==> config.mk <==
export PLATFORM = sky130hd
export DESIGN_NAME = sseg_capture
export DESIGN_NICKNAME = d
export VERILOG_FILES = /design/src/rtl/sseg_capture.sv
export SDC_FILE = /design/constraint.sdc
export NUM_CORES = 1
export LEC_CHECK = 0
export ABC_AREA = 1
export CORE_UTILIZATION = 54
export DETAILED_ROUTE_END_ITERATION = 12
export PLACE_DENSITY = 0.8
export SETUP_SLACK_MARGIN = 0.3
export SLEW_MARGIN = 20
export SYNTH_ARGS = -nofsm -noshare
export SYNTH_HDL_FRONTEND = slang
export SYNTH_HIERARCHICAL = 1
export SYNTH_SLANG_ARGS = --single-unit
==> constraint.sdc <==
create_clock -name clk -period 3.8 [get_ports clk]
set_input_delay 0.76 -clock clk [delete_from_list [all_inputs] [get_ports clk]]
set_output_delay 0.76 -clock clk [all_outputs]
set_load 0.02 [all_outputs]
==> src/rtl/sseg_capture.sv <==
// sseg_capture -- recovers the hex frame shown on a multiplexed 4-digit
// seven-segment display by watching its digit enables and segment lines.
//
// A digit is captured once {an, sseg} has stayed unchanged for STABLE_CYCLES
// registered samples. Captures land in a per-digit shadow slot. When all four
// slots have been filled, the shadow is published to hex/dp/err and valid
// strobes for one cycle.
//
// Ports
//   clk     : rising-edge clock
//   reset_n : asynchronous active-low reset
//   an      : [3:0] one-hot digit enable, bit i selects digit i
//   sseg    : [7:0] segments, bit7 = dp, bits 6..0 = a..g (active high)
//   hex     : [15:0] published frame, digit i in bits 4i+3..4i
//   dp      : [3:0] published decimal points
//   err     : [3:0] published illegal-pattern flags
//   valid   : one-cycle strobe per newly published frame
//
// Build option
//   SSEG_CAPTURE_BLANK_EN : when defined, an all-off digit (0000000) decodes
//                           to nibble 0 with no error flag.

// Segment pattern -> nibble. Unknown patterns give nibble 0 and bad = 1.
module sseg_capture_dec (
  input  logic [6:0] seg,
  output logic [3:0] nib,
  output logic       bad
);
  always_comb begin
    nib = 4'h0;
    bad = 1'b0;
    case (seg)
      7'b1111110: nib = 4'h0;
      7'b0110000: nib = 4'h1;
      7'b1101101: nib = 4'h2;
      7'b1111001: nib = 4'h3;
      7'b0110011: nib = 4'h4;
      7'b1011011: nib = 4'h5;
      7'b1011111: nib = 4'h6;
      7'b1110000: nib = 4'h7;
      7'b1111111: nib = 4'h8;
      7'b1111011: nib = 4'h9;
      7'b1110111: nib = 4'hA;
      7'b0011111: nib = 4'hB;
      7'b1001110: nib = 4'hC;
      7'b0111101: nib = 4'hD;
      7'b1001111: nib = 4'hE;
      7'b1000111: nib = 4'hF;
`ifdef SSEG_CAPTURE_BLANK_EN
      7'b0000000: nib = 4'h0;
`endif
      default:    bad = 1'b1;
    endcase
  end
endmodule

// One shadow slot: {err, dp, nibble}, rewritten on every capture of its digit.
module sseg_capture_slot (
  input  logic       clk,
  input  logic       reset_n,
  input  logic       we,
  input  logic [3:0] nib,
  input  logic       dp_in,
  input  logic       bad,
  output logic [5:0] q
);
  always_ff @(posedge clk or negedge reset_n) begin
    if (!reset_n)  q <= 6'd0;
    else if (we)   q <= {bad, dp_in, nib};
  end
endmodule

module sseg_capture #(
  parameter int STABLE_CYCLES = 4
) (
  input  logic        clk,
  input  logic        reset_n,
  input  logic [3:0]  an,
  input  logic [7:0]  sseg,
  output logic [15:0] hex,
  output logic [3:0]  dp,
  output logic [3:0]  err,
  output logic        valid
);
  localparam logic [1:0] IDLE = 2'd0;
  localparam logic [1:0] WAIT = 2'd1;
  localparam logic [1:0] HELD = 2'd2;
  localparam logic [7:0] STB  = STABLE_CYCLES[7:0];

  logic [11:0]     samp, prev;
  logic [1:0]      state, state_d;
  logic [7:0]      count, count_d, cnt_inc;
  logic            change, fire, onehot;
  logic [3:0]      cap_sel, seen;
  logic [3:0]      nib;
  logic            bad;
  logic [3:0][5:0] shadow;

  wire [3:0] samp_an = samp[11:8];

  // prev lags samp by one cycle so a change is seen on the registered stream.
  always_ff @(posedge clk or negedge reset_n) begin
    if (!reset_n) begin
      samp <= 12'd0;
      prev <= 12'd0;
    end else begin
      samp <= {an, sseg};
      prev <= samp;
    end
  end

  assign change  = (samp != prev);
  assign cnt_inc = change ? 8'd1 : count + 8'd1;
  assign onehot  = (samp_an != 4'd0) && ((samp_an & (samp_an - 4'd1)) == 4'd0);

  // fire marks a stable digit. A change seen in HELD restarts the count at 1,
  // which already meets the threshold when STABLE_CYCLES is 1, so that case
  // captures straight away rather than bouncing through WAIT. The >= in WAIT
  // covers the single sample left over from IDLE when STABLE_CYCLES is 1.
  always_comb begin
    state_d = state;
    count_d = count;
    fire    = 1'b0;
    case (state)
      IDLE: begin
        state_d = WAIT;
        count_d = 8'd1;
      end
      WAIT: begin
        count_d = cnt_inc;
        if (cnt_inc >= STB) begin
          fire    = 1'b1;
          state_d = HELD;
        end
      end
      HELD: begin
        if (change) begin
          count_d = 8'd1;
          if (STB == 8'd1) fire    = 1'b1;
          else             state_d = WAIT;
        end
      end
      default: begin
        state_d = IDLE;
        count_d = 8'd0;
      end
    endcase
  end

  always_ff @(posedge clk or negedge reset_n) begin
    if (!reset_n) begin
      state <= IDLE;
      count <= 8'd0;
    end else begin
      state <= state_d;
      count <= count_d;
    end
  end

  // A stable sample whose enable is not one-hot writes nothing.
  assign cap_sel = (fire && onehot) ? samp_an : 4'd0;

  sseg_capture_dec u_dec (
    .seg (samp[6:0]),
    .nib (nib),
    .bad (bad)
  );

  for (genvar i = 0; i < 4; i++) begin : g_slot
    sseg_capture_slot u_slot (
      .clk     (clk),
      .reset_n (reset_n),
      .we      (cap_sel[i]),
      .nib     (nib),
      .dp_in   (samp[7]),
      .bad     (bad),
      .q       (shadow[i])
    );
  end

  // Publish copies the shadow as it stood before this edge, so a capture in
  // the publish cycle only lands in the shadow and in the freshly cleared seen.
  always_ff @(posedge clk or negedge reset_n) begin
    if (!reset_n) begin
      seen  <= 4'd0;
      hex   <= 16'd0;
      dp    <= 4'd0;
      err   <= 4'd0;
      valid <= 1'b0;
    end else begin
      valid <= (seen == 4'hF);
      seen  <= ((seen == 4'hF) ? 4'd0 : seen) | cap_sel;
      if (seen == 4'hF) begin
        for (int i = 0; i < 4; i++) begin
          hex[4*i +: 4] <= shadow[i][3:0];
          dp[i]         <= shadow[i][4];
          err[i]        <= shadow[i][5];
        end
      end
    end
  end
endmodule

# Word-level counts from Yosys, hierarchy flattened
# Index checks and enable logic that the tools add are counted.
# totals
input_bits	14
reg_bits	87
# op_classes
add_sub_neg	2
muxes	12
eq_ne	22
order_cmp	1
n_reduce_logical	7
bitwise_logic	2
# ops
cell	count
7-bit equality test (second input constant)	12
4-bit one-hot mux with 15 select lines	1
8-bit one-hot mux with 3 select lines	1
7-bit by 6-bit equality test with 1-bit output (second input constant)	3
8-bit two-way mux	2
16-bit OR reduction	1
12-bit inequality test	1
8-bit by 1-bit adder with 8-bit output (second input constant)	1
8-bit by 3-bit >= comparator with 1-bit output (second input constant)	1
4-bit two-way mux	2
7-bit by 5-bit equality test with 1-bit output (second input constant)	1
2-bit one-hot mux with 3 select lines	1
4-bit AND	1
4-bit equality test (second input constant)	1
4-bit zero test	1
2-bit two-way mux	2
2-bit inequality test (second input constant)	2
4-bit bitwise OR	1
4-bit nonzero test	1
4-bit by 1-bit subtractor with 4-bit output (second input constant)	1
1-bit two-way mux	3
2-bit by 1-bit equality test with 1-bit output (second input constant)	1
2-bit equality test (second input constant)	1
1-bit logical AND	2
other kinds (2)	2

# Depth between registers and ports, before layout
# Gate-level depths: netlist of run 1.
# logic_depth
ltp_word	8
mapped_depth	15
ltp_nobuf	15

# Hierarchy
# The synthesis of run 1 kept the hierarchy.
# by_module_without_submodules
mod	n_inst	cells_per_inst	area_per_inst_um2
sseg_capture	1	299	2680.1
sseg_capture_slot	4	25	221.5
sseg_capture_dec	1	72	325.3

# Worst setup path before layout of run 1
# Ideal clock, no wire load.
# synth_path
path_type	register to register
startpoint	register samp[2]
endpoint	register g_slot[0].u_slot.q[0]
n_path_buf	0
stages_incl_launch_ff	14
t_required_ns	3.683
arrival_ns	1.803
slack_ns	1.881
synth_period_minus_slack_ns	1.919
cell_sequence	dfrtp_1 xor2_1 inv_1 nand2_1 nor2_4 inv_2 nor2_8 o31ai_4 nand2_2 nand3_2 nor2_1 inv_2 nand2_1 nand2_1
# synth_between
elab_chain_cells	7
# synth_lines
element	line	text
start: declaration	90	logic [11:0] samp, prev;
start signal: assignment	107	samp <= {an, sseg};
12-bit inequality test	112	assign change = (samp != prev);
8-bit two-way mux	113	assign cnt_inc = change ? 8'd1 : count + 8'd1;
8-bit by 3-bit >= comparator with 1-bit output	131	if (cnt_inc >= STB) begin
1-bit two-way mux	131	
1-bit two-way mux	124	case (state)
1-bit logical AND	161	assign cap_sel = (fire && onehot) ? samp_an : 4'd0;
4-bit two-way mux	161	
via cap_sel[0]	94	logic [3:0] cap_sel, seen;
end signal: assignment	69	else if (we) q <= {bad, dp_in, nib};
end: declaration	65	output logic [5:0] q
# The timed path passes the listed nets, and every way through them passes these cells.
# A chain may end at the register's enable or synchronous reset.

# Worst setup path in the final report of run 1
# layout_path
startpoint	register samp[6]
endpoint	register g_slot[2].u_slot.q[1]
# layout_between
elab_chain_cells	7
# layout_lines
element	line
12-bit inequality test	112
8-bit two-way mux	113
8-bit by 3-bit >= comparator with 1-bit output	131
1-bit two-way mux	131
1-bit two-way mux	124
1-bit logical AND	161
4-bit two-way mux	161
via cap_sel[2]	94
end signal: assignment	69
end: declaration	65
# The timed path passes the listed nets, and every way through them passes these cells.

==> results.toml, run 1 <==
[status]
status = "completed"

[routing]
drc = 0
vias = 3086
routed_via_density = 5.00
drt-initial-drc-count = 203
drtPass1Iterations = 4
drtAntennaViolNets = 0
wire_per_inst_um = 12.4
wirelength_mm = 7.63

[cts]
cts_buffers = 9
ctsResizeCount = 0
cts.sinks = 87
cts_post_setup_buffers_inserted = 0
path_clk_slew_ps = 90
htree_levels = 3
cts_tree = "yes"
cts_hold_buf = 0
clk_latency_ps = 380
cts_buffer_depth = 2
cts-root-buf = "clkbuf_8"

[critical_path]
end_kind = "flop"
cp-startpoint = "samp[6]"
cp_max_fo = 7
start_kind = "flop"
path_class = "flop to flop"
r2r_setup_slack_ps = 1540
crit_arrival_ps = 2530
cp.required_ps = 4070
r2r-start = "samp[6]"

[finish]
drive_gt1_share_pct = 12.1
num-nets-final = 531
syn_to_final_growth_pct = 18.0
final_util_pct = 66.8
diodes = 0

[synth]
synth.area.top_cells = "dfrtp_1 (56%), nand2_1 (22%), inv_1 (3.4%)"
synth_top_area_share_pct = 55.9
synth_area_mm2 = 0.00389
synth_common_cells = "nand2_1 (233), dfrtp_1 (87), inv_1 (35), nor2_1 (26), nor2_2 (13)"
synth_edf_count = 0
ys_warn_count = 6
syn_avg_cell_area_um2 = 8.26
ys.flop_type = "dfrtp_1"
synthCells = 471
syn-num-nets = 486
ys_seq_area_share_pct = 55.9
synth_cell_types = 29
ys_ff_latch = 87
synth.largest_area_cell = "dfrtp_1"
async_reset_ff_share_pct = 100
synth_most_common_cell = "nand2_1"

[placement]
pre_cts_ws_ps = 1540
port_buffers = 38
place_congestion = 0.861
place_hpwl_mm = 5.31

[timing]
slew_violations = 0
finalSetupTns_ps = 0
finalHoldViolations = 0
worst_slew_pin_slew_ps = 765
final.setup_skew_ps = 14.5
fmax_ghz = 0.443
fin_crit_ps = 2260
worst_slack_ps = 1540
setup_violations = 0
finalCritPeriodShare_pct = 59.4
relSlewSlack_pct = 49.0
hold_ws_ps = 392
grt_setup_unrepaired = "false"

[grt]
grt_pass1_vias = 3062
grtUsageTotal_pct = 23.3
grt_first_pass_wirelength_mm = 13.5
grt-ovfl-total = 0
antenna_found_initial = 0
grt_max_degree = 88

[run]
maxCapViolations = 0

[floorplan]
io_pins = 39
core_area_mm2 = 0.00687
die_area_mm2 = 0.00755
rows = 30
die_y_um = 86.9
initial_core_util_pct = 56.6
die_x_um = 86.9

[pwr]
leakage_nw = 2.55
power_density_mw_per_mm2 = 376
vdd_drop_max_v = 0.000222

[worst_hold_path]
hp-class = "input port to async pin"
[layout make-up]
cell class	instances	area (um2)
Fill cell	533	2280
Sequential cell	87	2180
Multi-Input combinational cell	333	1520
Timing Repair Buffer	39	389
Inverter	46	175
Clock buffer	10	138
Tap cell	96	120
Clock inverter	6	72.6
[worst max-delay path: stages, from the launching register on]
cell     delay (ps)
dfrtp_1         460
xnor2_1         240
nand2_1         130
nor2_4          170
inv_2            80
nor2_8          150
o31ai_4         100
nand2_2          90
nand3_2          90
nor2_1          380
inv_2           130
nand2_1          80
nand2_1          50
[cells in the final DEF (no fill, tap or decap)]
| cell type | Yosys | routed |
|---|---|---|
| inv_8 | 0 | 1 |
| buf_4 | 0 | 1 |
| xor2_1 | 3 | 3 |
| nand2_4 | 2 | 2 |
| inv_2 | 10 | 10 |
| o21ai_0 | 4 | 4 |
| nor2_2 | 13 | 13 |
| inv_6 | 0 | 3 |
| clkbuf_8 | 0 | 10 |
| o31ai_4 | 1 | 1 |
| nand2_1 | 233 | 233 |
| o21ai_2 | 1 | 1 |
| xnor2_1 | 4 | 4 |
| nand4_1 | 6 | 6 |
| inv_4 | 1 | 1 |
| clkdlybuf4s50_1 | 0 | 37 |
| ha_1 | 1 | 1 |
| nand3_1 | 12 | 12 |
| bufinv_16 | 0 | 1 |
| nor2_8 | 2 | 2 |
| nor2_4 | 2 | 2 |
| nor2_1 | 26 | 26 |
| nor3_1 | 1 | 1 |
| o32ai_1 | 3 | 3 |
| dfrtp_1 | 87 | 87 |
| nand2_2 | 11 | 11 |
| o22ai_1 | 2 | 2 |
| clkinv_2 | 0 | 1 |
| o31ai_1 | 1 | 1 |
| o21ai_1 | 1 | 1 |
| nand3_2 | 2 | 2 |
| buf_6 | 0 | 1 |
| nand3b_1 | 1 | 1 |
| inv_1 | 35 | 35 |
| a22oi_1 | 1 | 1 |
[final timing paths]
| check | endpoint | depth (start not counted) |
|---|---|---|
| worst min-delay path | samp[5] | 1 |
| worst max register to register | g_slot[2].u_slot/q[1] | 12 |
| worst max-delay path | g_slot[2].u_slot/q[1] | 12 |
| min in group clk | state[0] | 1 |
| max in group asynchronous | count[1] | 1 |
| worst min register to register | state[0] | 1 |
[layer usage]
layer | part of all wire [%] | GRT usage, %
met5 | 0 | 0
met4 | 2.8 | 11.8
met3 | 4.7 | 5.40
met2 | 47 | 37.9
met1 | 45 | 29.4
[stage by stage]
stage                     instances  instance area [um2]  power [mW]
final                           617                 4590        1.72
after global routing            617                 4590        1.78
after CTS                       617                 4590        1.73
after detailed placement        601                 4380        1.06
after global placement          601                 4380        1.05
after floorplan                 471                 3890        1.01
[cell families after synthesis]
| kind of cell | synth area share [%] |
|---|---|
| AO/OA/AOI/OAI | 2.80 |
| buffers and inverters | 4.98 |
| flip-flops | 55.9 |
| adder cells (fa/ha/maj) | 0.321 |
| AND/OR/NAND/NOR | 34.4 |
| XOR/XNOR | 1.58 |
[registers in the layout (all words and copies together), names as in the netlist]
name	count
dp	4
seen	4
prev	12
count	8
hex	16
state	2
g_slot.u_slot/q	24
err	4
samp	12
valid	1
[where the power goes]
part	total [mW]	switching (mW)	internal, mW	leakage [nW]
registers	0.954	0.0160	0.938	1.15
logic	0.0841	0.0543	0.0298	1.29
clock network	0.686	0.354	0.332	0.110
total	1.72	0.425	1.30	2.55
No activity file was read; power rests on OpenSTA's default activity.
==> run 2, diff against run 1 <==
--- a/config.mk
+++ b/config.mk
@@ -6,9 +6,9 @@
 export NUM_CORES = 1
 export LEC_CHECK = 0
 export ABC_AREA = 1
-export CORE_UTILIZATION = 54
+export CORE_UTILIZATION = 51
 export DETAILED_ROUTE_END_ITERATION = 12
-export PLACE_DENSITY = 0.8
+export PLACE_DENSITY = 0.79
 export SETUP_SLACK_MARGIN = 0.3
 export SLEW_MARGIN = 20
 export SYNTH_ARGS = -nofsm -noshare
==> constraint.sdc (replaced) <==
create_clock -name clk -period 2 [get_ports clk]
set_input_delay 0.4 -clock clk [delete_from_list [all_inputs] [get_ports clk]]
set_output_delay 0.4 -clock clk [all_outputs]
set_load 0.02 [all_outputs]
==> results.toml, run 2 (same netlist as run 1, synthesis figures left out) <==
[status]
status = "complete, but fails checks"
violations = "setup timing"

[timing]
fmax_ghz = 0.481
slew_violations = 0
worst_slew_pin_slew_ps = 440
worst_slack_ps = -79.9
setup_violations = 24
fin_crit_ps = 2080
finalCritPeriodShare_pct = 104
relSlewSlack_pct = 70.7
finalHoldViolations = 0
grt_setup_unrepaired = "true"
final.setup_skew_ps = 15.6

[critical_path]
r2r_setup_slack_ps = -80
cp.required_ps = 2310
cpPeakStageDelay_ps = 430
crit_arrival_ps = 2390
start_kind = "flop"
crit_top_cell = "nand2_1"
path_class = "flop to flop"
cp_slowest_cell = "dfrtp_1"
worstPathCellList = "buf_4 > nand2_2 > nor2_2 > nand2_1 > nand2_1 > nand2_1 > nand3_2 > nand2_1 > nor2_1 > nand2_2 > nand3_4 > nor2_4 > buf_6 > nand2_1 > nand2_1"
end_kind = "flop"
cp_max_fo = 5

[placement]
dp.cells = 620
pre_cts_ws_ps = -80.9
place_congestion = 0.881
port_buffers = 38
placed_cell_area_mm2 = 0.00456
place_hpwl_mm = 5.73

[run]
maxCapViolations = 0

[pwr]
pwr-share-clk_pct = 39.1
leakage_nw = 2.92
combPwrFrac_pct = 6.8
net-switching-power_mw = 0.829
p_int_mw = 2.51
vdd_drop_max_v = 0.000541
power_density_mw_per_mm2 = 640
p_seq_share_pct = 54.1
swShare_pct = 24.9

[floorplan]
initial_core_util_pct = 53.1
die_x_um = 89.4
io_pins = 39
rows = 31
die_y_um = 89.4
die_area_mm2 = 0.00798
core_area_mm2 = 0.00733

[finish]
final_area_mm2 = 0.00521
drive_gt1_share_pct = 28.7
regMostFlops = "g_slot.u_slot/q"
layout_common_cells = "nand2_1 (205), dfrtp_1 (83), nand2_2 (38)"
num-nets-final = 574
largestRegisters = "g_slot.u_slot/q: 24 flops, hex: 16 flops"
diodes = 0
largest_register_ffs = 24
final_cells = 663
final_common_cell = "nand2_1"
syn_to_final_growth_pct = 34.0

[cts]
cts_buffers = 9
cts_tree = "yes"
clk_latency_ps = 360
htree_levels = 3
cts_buffer_depth = 2
cts.sinks = 87
path_clk_slew_ps = 90
cts-root-buf = "clkbuf_8"

[routing]
drtAntennaViolNets = 0
wirelength_mm = 9.40
wire_per_inst_um = 14.2
routed_via_density = 5.19
drtPass1Iterations = 6
drc = 0
drt-initial-drc-count = 287
vias = 3441

[grt]
grtUsageTotal_pct = 24.3
busiest_layer = "met2"
grt_first_pass_wirelength_mm = 14.4
grt_use_met1_pct = 31.3
grt.met3_usage_pct = 5.26
grt_use_met2_pct = 40.9
grt_pass1_vias = 3169
grt_max_degree = 43
antenna_found_initial = 0
grt-ovfl-total = 0

[worst_hold_path]
hp-class = "flop to flop"
run 2: what timing repair did:
| action | CTS | global route |
|---|---|---|
| hold endpoints to repair | 30 | 0 |
| setup buffers | 17 | 9 |
| setup endpoints to repair | 52 | 38 |
| pin swaps | 17 | 18 |
| hold buffers | 1 | 0 |
| gates resized for setup | 47 | 51 |
run 2: power groups by stage:
stage          logic, mW  clock network, mW  registers [mW]
4_1_cts            0.216               1.31            1.80
2_1_floorplan     0.0897                  0            1.84
5_1_grt            0.253               1.39            1.81
3_5_place_dp       0.203                  0            1.84
6_report           0.227               1.30            1.80
3_3_place_gp       0.198                  0            1.84
run 2: worst max-delay path: cells and delay by family, from the launching register on:
| family | cells | cell delay [ps] |
|---|---|---|
| buffers and inverters | 2 | 300 |
| AND/OR/NAND/NOR | 13 | 1320 |
| flip-flops | 1 | 430 |
run 2: layout make-up:
cell class	count	area, um2
sequential	87	2180
fill	500	2120
multi-input combinational	333	1760
timing repair buffer	82	742
inverter	46	190
clock buffer	10	138
tap	99	124
clock inverter	6	75.1
run 2: path summary, 6_finish.rpt:
| check | start | endpoint | depth (start not counted) |
|---|---|---|---|
| hold reg to reg | samp[11] | prev[11] | 0 |
| hold / removal | samp[11] | prev[11] | 0 |
| min in group asynchronous | reset_n | dp[0] | 2 |
| setup reg to reg | count[1] | g_slot[2].u_slot/q[5] | 15 |
| setup / recovery | count[1] | g_slot[2].u_slot/q[5] | 15 |
| max in group asynchronous | reset_n | hex[15] | 3 |
run 2: per-layer routing:
metal / wire, um / part of all wire, % / vias up
li1: - / - / 1622
met1: 3890 / 41 / 1649
met4: 274 / 2.9 / 0
met3: 464 / 4.9 / 34
met2: 4770 / 51 / 136
met5: 0 / 0 / -
run 2: per-stage QoR:
| step | utilization, % | setup TNS [ps] | hold WS, ps | power [mW] |
|---|---|---|---|---|
| after floorplan | - | 0 | 104 | 1.93 |
| after detailed placement | 62.2 | -422 | 370 | 2.04 |
| after CTS | 67.6 | 0 | 435 | 3.33 |
| final | 71.1 | -1320 | 448 | 3.33 |
| after global routing | 71.1 | -4610 | 448 | 3.45 |
| after global placement | 62.2 | -244 | 370 | 2.03 |
==> run 3, diff against run 2 <==
--- a/config.mk
+++ b/config.mk
@@ -6,9 +6,10 @@
 export NUM_CORES = 1
 export LEC_CHECK = 0
 export ABC_AREA = 1
-export CORE_UTILIZATION = 51
+export CORE_UTILIZATION = 45
+export CTS_CLUSTER_SIZE = 8
 export DETAILED_ROUTE_END_ITERATION = 12
-export PLACE_DENSITY = 0.79
+export PLACE_DENSITY = 0.72
 export SETUP_SLACK_MARGIN = 0.3
 export SLEW_MARGIN = 20
 export SYNTH_ARGS = -nofsm -noshare
==> results.toml, run 3 (same netlist as run 1, synthesis figures left out) <==
[timing]
relSlewSlack_pct = 65.3
finalSetupTns_ps = 0
worst_slew_pin_slew_ps = 521
fin_crit_ps = 1990
grt_setup_unrepaired = "true"
setup_violations = 0
finalCritPeriodShare_pct = 99.6
final.setup_skew_ps = 16.5
slew_violations = 0
finalHoldViolations = 0
hold_ws_ps = 3.68
fmax_ghz = 0.502

[critical_path]
cp_max_fo = 5
crit_buf_inv = 4
crit_family = "simple AND/OR/NAND/NOR gates"
cp.required_ps = 2260
crit_top_cell = "nand2_1"
cpPeakStageDelay_ps = 380
end_kind = "flop"
start_kind = "flop"
crit_arrival_ps = 2250
cp_slowest_cell = "dfrtp_1"
worstPathCellList = "buf_4 > inv_1 > nor2_2 > nand2_1 > nand2_2 > inv_2 > o31ai_4 > nand2_2 > nand3_4 > nor2_4 > buf_4 > nand2_1 > nand2_1"
r2r_setup_slack_ps = 7
path_class = "flop to flop"

[routing]
drt-initial-drc-count = 136
routed_via_density = 4.85
drc = 0
wire_per_inst_um = 13.3
vias = 3214
wirelength_mm = 8.80
drtAntennaViolNets = 0
drtPass1Iterations = 4

[finish]
largestRegisters = "g_slot.u_slot/q: 24 flops, hex: 16 flops"
final_common_cell = "nand2_1"
syn_to_final_growth_pct = 32.4
final_util_pct = 62.1
largest_register_ffs = 24
regMostFlops = "g_slot.u_slot/q"
diodes = 0
drive_gt1_share_pct = 28.5
layout_common_cells = "nand2_1 (203), dfrtp_1 (83), nand2_2 (40)"
num-nets-final = 568

[placement]
place_congestion = 0.840
place_hpwl_mm = 5.76
port_buffers = 38

[pwr]
vdd_drop_max_v = 0.000386
power_density_mw_per_mm2 = 644
power_mw = 3.32
leakage_nw = 2.87

[cts]
cts_buffers = 9
path_clk_slew_ps = 100
htree_levels = 3
cts_hold_buf = 0
clk_latency_ps = 360
cts.sinks = 87
cts-root-buf = "clkbuf_8"
cts_tree = "yes"
cts_buffer_depth = 2

[grt]
grtUsageTotal_pct = 20.5
antenna_found_initial = 0
grt_pass1_vias = 3157
grt_max_degree = 38
grt-ovfl-total = 0
grt_first_pass_wirelength_mm = 14.1

[floorplan]
die_area_mm2 = 0.00902
core_area_mm2 = 0.00830
io_pins = 39
initial_core_util_pct = 46.9
die_y_um = 95.0
die_x_um = 95.0
rows = 33

[status]
status = "completed"

[worst_hold_path]
hp-class = "input port to async pin"

[run]
maxCapViolations = 0
-- run 3: metal layers --
layer	global-route usage (%)	vias up	share of wire, %
met1	27.1	1534	45
met3	3.30	12	3.3
met4	8.46	0	1.4
met5	0	-	0
met2	33.5	61	50
li1	-	1607	-
-- run 3: final cells by class --
cell class	count	area [um2]
Clock buffer	10	138
Clock inverter	6	75.1
Fill cell	657	3150
Inverter	46	188
Multi-Input combinational cell	333	1750
Sequential cell	87	2180
Tap cell	105	131
Timing Repair Buffer	76	683
-- run 3: worst register-to-register path: stages, from the launching register on --
cell and delay [ps]:
dfrtp_1 380, buf_4 140, inv_1 80, nor2_2 170
nand2_1 80, nand2_2 120, inv_2 60, o31ai_4 270
nand2_2 110, nand3_4 140, nor2_4 80, buf_4 150
nand2_1 70, nand2_1 60
-- run 3: worst paths after layout --
check | start | endpoint | cells past startpoint
setup / recovery | count[0] | g_slot[3].u_slot/q[2] | 13
hold / removal | reset_n | hex[11] | 1
setup reg to reg | count[0] | g_slot[3].u_slot/q[2] | 13
hold reg to reg | samp[11] | prev[11] | 0
max in group asynchronous | reset_n | state[1] | 2
min in group clk | samp[11] | prev[11] | 0
-- run 3: what timing repair did --
| item | in CTS | in global routing |
|---|---|---|
| setup endpoints to repair | 53 | 38 |
| buffers inserted | 11 | 9 |
| resized for setup | 35 | 60 |
| pin swaps | 10 | 28 |
| gates cloned | 0 | 0 |
-- run 3: per-stage QoR --
step,instance area (um2),setup slack [ps],std cells
5_1_grt,5150,-139,663
4_1_cts,4890,59.5,654
3_5_place_dp,4570,-68.4,627
3_3_place_gp,4570,3.69,627
6_report,5150,7.25,663
2_1_floorplan,3940,201,471
-- run 3: where the power goes --
part	switching, mW	internal, mW	leakage [nW]	total [mW]
combinational	0.133	0.0893	1.62	0.223
clock	0.665	0.629	0.105	1.29
sequential	0.0196	1.78	1.15	1.80
